--- config.mk ---
export PLATFORM = sky130hd
export DESIGN_NAME = adma_descriptor_fetch
export DESIGN_NICKNAME = d
export VERILOG_FILES = /design/src/rtl/adma_descriptor_fetch.sv
export SDC_FILE = /design/constraint.sdc
export NUM_CORES = 1
export LEC_CHECK = 0
export CAP_MARGIN = 15
export CORE_MARGIN = 1.5
export CORE_UTILIZATION = 35
export DETAILED_ROUTE_END_ITERATION = 7
export HOLD_SLACK_MARGIN = 0.03
export SLEW_MARGIN = 20
export SYNTH_ARGS = -nofsm -noshare
export SYNTH_HDL_FRONTEND = slang
export SYNTH_SLANG_ARGS = --single-unit
--- constraint.sdc ---
create_clock -name clk -period 2.95 [get_ports clk]
set_input_delay 0.295 -clock clk [delete_from_list [all_inputs] [get_ports clk]]
set_output_delay 0.295 -clock clk [all_outputs]
set_load 0.02 [all_outputs]
--- src/rtl/adma_descriptor_fetch.sv ---
// Fetches one 96-bit ADMA2 descriptor as three 32-bit single-beat reads and
// presents it with decoded fields; reports misalignment, timeout and bus errors.
module adma_descriptor_fetch #(
    parameter int unsigned ADDR_W      = 64,
    parameter int unsigned TIMEOUT_CYC = 255,
    parameter int unsigned TO_W        = 8
) (
    input  logic              clk,
    input  logic              reset_n,
    input  logic              fetch_start,
    input  logic [ADDR_W-1:0] sys_adr,
    input  logic              abort,
    output logic              mem_req,
    output logic [ADDR_W-1:0] mem_addr,
    input  logic              mem_gnt,
    input  logic              mem_rvalid,
    input  logic [31:0]       mem_rdata,
    input  logic              mem_rerr,
    output logic              busy,
    output logic              desc_done,
    output logic              fetch_err,
    output logic [1:0]        err_code,
    output logic [95:0]       descriptor,
    output logic              desc_valid,
    output logic              desc_end,
    output logic              desc_int,
    output logic [1:0]        desc_act,
    output logic [15:0]       desc_len,
    output logic [63:0]       desc_addr
);

    typedef enum logic [2:0] {
        S_IDLE,
        S_REQ,
        S_WAIT,
        S_DONE,
        S_ERR
    } state_t;

    state_t            state;
    state_t            state_nxt;
    logic [1:0]        beat;
    logic [ADDR_W-1:0] base;
    logic [TO_W-1:0]   tcnt;
    logic [31:0]       word0;
    logic [31:0]       word1;
    logic              expired;

    assign expired = (tcnt == TO_W'(TIMEOUT_CYC - 1));

    // In REQ expiry beats a same-cycle grant, so the counter never runs past the limit.
    always_comb begin
        state_nxt = state;
        case (state)
            S_IDLE: begin
                if (fetch_start) begin
                    state_nxt = (sys_adr[1:0] == 2'b00) ? S_REQ : S_ERR;
                end
            end
            S_REQ: begin
                if (expired) begin
                    state_nxt = S_ERR;
                end else if (mem_gnt) begin
                    state_nxt = S_WAIT;
                end
            end
            S_WAIT: begin
                if (mem_rvalid) begin
                    if (mem_rerr) begin
                        state_nxt = S_ERR;
                    end else if (beat == 2'd2) begin
                        state_nxt = S_DONE;
                    end else begin
                        state_nxt = S_REQ;
                    end
                end else if (expired) begin
                    state_nxt = S_ERR;
                end
            end
            S_DONE:  state_nxt = S_IDLE;
            S_ERR:   state_nxt = S_IDLE;
            default: state_nxt = S_IDLE;
        endcase
        if (abort) begin
            state_nxt = S_IDLE;
        end
    end

    always_ff @(posedge clk or negedge reset_n) begin
        if (!reset_n) begin
            state      <= S_IDLE;
            beat       <= '0;
            base       <= '0;
            tcnt       <= '0;
            word0      <= '0;
            word1      <= '0;
            descriptor <= '0;
            err_code   <= '0;
        end else begin
            state <= state_nxt;
            if (state == S_IDLE && state_nxt == S_REQ) begin
                base <= sys_adr;
                beat <= '0;
            end
            if (state != S_REQ && state_nxt == S_REQ) begin
                tcnt <= '0;
            end else if (state == S_REQ || state == S_WAIT) begin
                tcnt <= tcnt + TO_W'(1);
            end
            if (state == S_WAIT && state_nxt == S_REQ) begin
                beat <= beat + 2'd1;
                if (beat == 2'd0) begin
                    word0 <= mem_rdata;
                end else begin
                    word1 <= mem_rdata;
                end
            end
            // Third word is assembled on the way into DONE so the pulse sees fresh data.
            if (state_nxt == S_DONE) begin
                descriptor <= {mem_rdata, word1, word0};
            end
            if (state_nxt == S_ERR) begin
                if (state == S_IDLE) begin
                    err_code <= 2'b01;
                end else if (state == S_WAIT && mem_rvalid) begin
                    err_code <= 2'b11;
                end else begin
                    err_code <= 2'b10;
                end
            end
        end
    end

    assign mem_req    = (state == S_REQ);
    assign mem_addr   = base + ADDR_W'({beat, 2'b00});
    assign busy       = (state != S_IDLE);
    assign desc_done  = (state == S_DONE);
    assign fetch_err  = (state == S_ERR);
    assign desc_valid = descriptor[0];
    assign desc_end   = descriptor[1];
    assign desc_int   = descriptor[2];
    assign desc_act   = descriptor[5:4];
    assign desc_len   = descriptor[31:16];
    assign desc_addr  = descriptor[95:32];

endmodule
==> results.tsv <==
stage	metric	value	unit
route	drt pass-1 iters	4	
yosys	register area share after synthesis	53.11	%
die	die area	33260	sq um
clocking	Root Buffer	clkbuf_16	
route	drt wl/cell	18.22	um
critical_path	FF-to-FF setup slack	500	ps
final_layout	Synth-to-Final Area Change	44.86	%
clocking	CTS H-tree lvls	1	
critical_path	Critical Path End Type	output pin	
timing	Final Cycle Share	102.4	%
die	Starting Density	35.59	%
final_layout	most frequent cells in the layout	clkdlybuf4s50_1 (294), dfrtp_1 (238), mux2_2 (183)	
yosys	syn nets	960	
timing	setup ws final	-71.68	ps
final_layout	fin area	16310	sq um
final_layout	# nets final	1304	
run	number of max-cap violations	0	
power	Power Internal	6.932	mW
route	vias per cell	4.790	
placement	number of cells in the design after placement	1554	
critical_path	CP required	2650	ps
placement	# port buffers	353	
grt	total congestion overflow	0	
grt	vias in the first global route	8038	
grt	initial antenna violation count	3	
yosys	asr flop ratio synth	100.0	%
yosys	EDFF count, synth	0	
critical_path	Worst Reg-to-Reg Cells	7	
placement	Placed Area	15050	sq um
clocking	clk sinks	239	
placement	HPWL Detailed	21440	um
clocking	Clock Path Buffers	3	
placement	gp weighted congestion	0.8329	
timing	f_max	330.9	MHz
timing	setup TNS	-148.1	ps
yosys	Warnings, synthesis	0	
yosys	FF+latch count, synth	239	
final_layout	non-filler instance count after layout	1616	
route	antenna-violating nets left	0	
timing	slew margin rel.	51.68	%
clocking	Skew-Pair Late Insertion Delay	520	ps
timing	final hold viol count	0	
power	Pleak	7.681	nW
power	Flop pwr share	41.0	%
route	final wirelength	29440	um
route	Residual DRC	0	
timing	RSZ-0062 raised after global routing	true	
power	power per cell area	599.8	nW/um^2
yosys	cell count after synthesis	850	
die	Die Y	182.4	um
route	DR vias	7741	
final_layout	commonest non-fill, non-tap cell in the layout	clkdlybuf4s50_1	
clocking	total CTS buffers	26	
critical_path	startpoint class of the critical path	flip-flop	
critical_path	Reg-to-Reg End	descriptor[13]	
die	# IOs	354	
critical_path	worst setup path endpoint	mem_addr[46]	
die	Core Box Area	31640	sq um
worst_hold_path	HP Class	in -> reg	
timing	Worst Clk Skew	8.254	ps
route	DR iter-0 viols	263	
die	Die Width	182.4	um
power	switch share	29.15	%
final_layout	layout cell share with drive strength beyond 1	38.33	%
outcome	failing checks	setup timing	
grt	GRT Overall Usage	17.52	%
yosys	count of different cell masters after synthesis	42	
outcome	outcome	finished, violations left	
critical_path	Worst setup startpoint	beat[0]	
grt	first-pass GRT wire length	45880	um
critical_path	critical path class	reg -> out	
yosys	Primary FF master, synth	dfrtp_1	
power	NetSw	2.852	mW
timing	post-route minimum period	3022	ps
grt	largest net degree at the start of global routing	88	
timing	actual slew at the worst max-slew pin	724.7	ps
timing	Final Setup Violations	6	
yosys	Avg Cell Area, Syn	13.25	sq um
power	combinational share of power	24.0	%
power	clock network fraction of design power	35.0	%
yosys	Post-Syn Area	11260	sq um
critical_path	crit path max fanout	5	
critical_path	Reg-to-Reg Start	state[1]	
clocking	CTS tree	built	
die	Rows	65	
timing	Final Max Slew Viols	0	
critical_path	arrival time worst endpoint	2730	ps
power	VDD IR max	0.0003845	V
clocking	clock transition at the registers of the reported paths	60	ps
-- critical path, stage by stage, from the launching register on --
cell	delay [ps]
dfrtp_1	360
ha_2	190
inv_2	40
fa_2	360
nor2b_2	130
and3_4	250
and4_4	250
buf_6	110
buf_4	110
nand2_4	60
xnor2_4	190
buf_6	140
-- registers in the layout (all words and copies together) (netlist names) --
register,cells
word1,32
base,64
word0,32
beat,2
descriptor,96
err_code,2
state,3
tcnt,8
-- worst min path at each step --
| stage | from | to | depth (start not counted) | slack [ps] |
|---|---|---|---|---|
| after floorplan | reset_n | base[0] | 0 | -0.6 |
| after global placement | reset_n | base[1] | 1 | 380 |
| after detailed placement | reset_n | base[1] | 1 | 390 |
| after CTS | sys_adr[54] | base[54] | 2 | 350 |
| after global routing | sys_adr[21] | base[21] | 2 | 350 |
| final | sys_adr[54] | base[54] | 2 | 380 |
-- kinds of logic after synthesis --
family / synth area share (%)
multiplexers: 23.72
buffers and inverters: 7.989
AO/OA/AOI/OAI: 1.111
flip-flops: 53.11
XOR/XNOR: 5.056
AND/OR/NAND/NOR: 8.167
adder cells (fa/ha/maj): 0.8444
-- per-stage QoR --
| step | setup slack (ps) | hold WS (ps) | utilization [%] | power, mW |
|---|---|---|---|---|
| after floorplan | 294.0 | -0.5911 | - | 5.181 |
| after global placement | -95.55 | 379.7 | 47.56 | 6.432 |
| after detailed placement | -100.7 | 386.0 | 47.56 | 6.443 |
| after CTS | -107.5 | 345.6 | 50.73 | 9.862 |
| after global routing | -194.2 | 352.9 | 51.55 | 10.27 |
| final | -71.68 | 376.7 | 51.56 | 9.784 |
-- cell type report --
| class | instances | area, sq um |
|---|---|---|
| Timing Repair Buffer | 435 | 4104 |
| Clock buffer | 33 | 728.2 |
| Clock inverter | 14 | 176.4 |
| Sequential cell | 239 | 5982 |
| Fill cell | 2807 | 15320 |
| Multi-Input combinational cell | 479 | 4767 |
| Tap cell | 402 | 503.0 |
| Antenna cell | 1 | 2.502 |
| Inverter | 13 | 48.80 |
-- power by group through the flow --
stage	Sequential, mW	Combinational (mW)	Clock, mW
2_1_floorplan	4.06	1.12	0
3_3_place_gp	4.05	2.38	0
3_5_place_dp	4.06	2.39	0
4_1_cts	4.01	2.30	3.56
5_1_grt	4.07	2.53	3.67
6_report	4.01	2.35	3.42
-- cells in the mapped netlist, types with 6 or more instances --
| library cell | count | area, sq um |
|---|---|---|
| xor2_1 | 25 | 219.0 |
| buf_6 | 8 | 90.09 |
| nand4_1 | 19 | 118.9 |
| inv_1 | 13 | 48.80 |
| xnor2_1 | 40 | 350.3 |
| and2_1 | 9 | 56.30 |
| ha_1 | 6 | 75.07 |
| nand2_1 | 28 | 105.1 |
| nand3_1 | 29 | 145.1 |
| o21ai_0 | 7 | 35.03 |
| clkbuf_1 | 12 | 45.04 |
| buf_4 | 88 | 660.6 |
| mux2_4 | 40 | 600.6 |
| nor3_1 | 10 | 50.05 |
| dfrtp_1 | 239 | 5981 |
| mux2_2 | 183 | 2061 |
| and3_1 | 15 | 93.84 |
| nor2_1 | 22 | 82.58 |
| buf_2 | 11 | 55.05 |
| and4_1 | 10 | 87.58 |
-- routing by layer --
layer  part of all wire [%]  vias to the layer above  track usage, %
met5                   0.11                        -               0
met4                    2.0                        6           3.802
met3                     10                       40           7.084
met2                     47                      301           29.56
met1                     41                     3820           20.99
li1                       -                     3574               -
-- what timing repair did --
item	CTS	global route
pin swaps	17	34
buffers inserted	7	7
endpoints found under the setup margin	57	53
hold endpoints to repair	80	0
hold buffers	1	0
resized for setup	261	79
No activity file was read; power rests on OpenSTA's default activity.
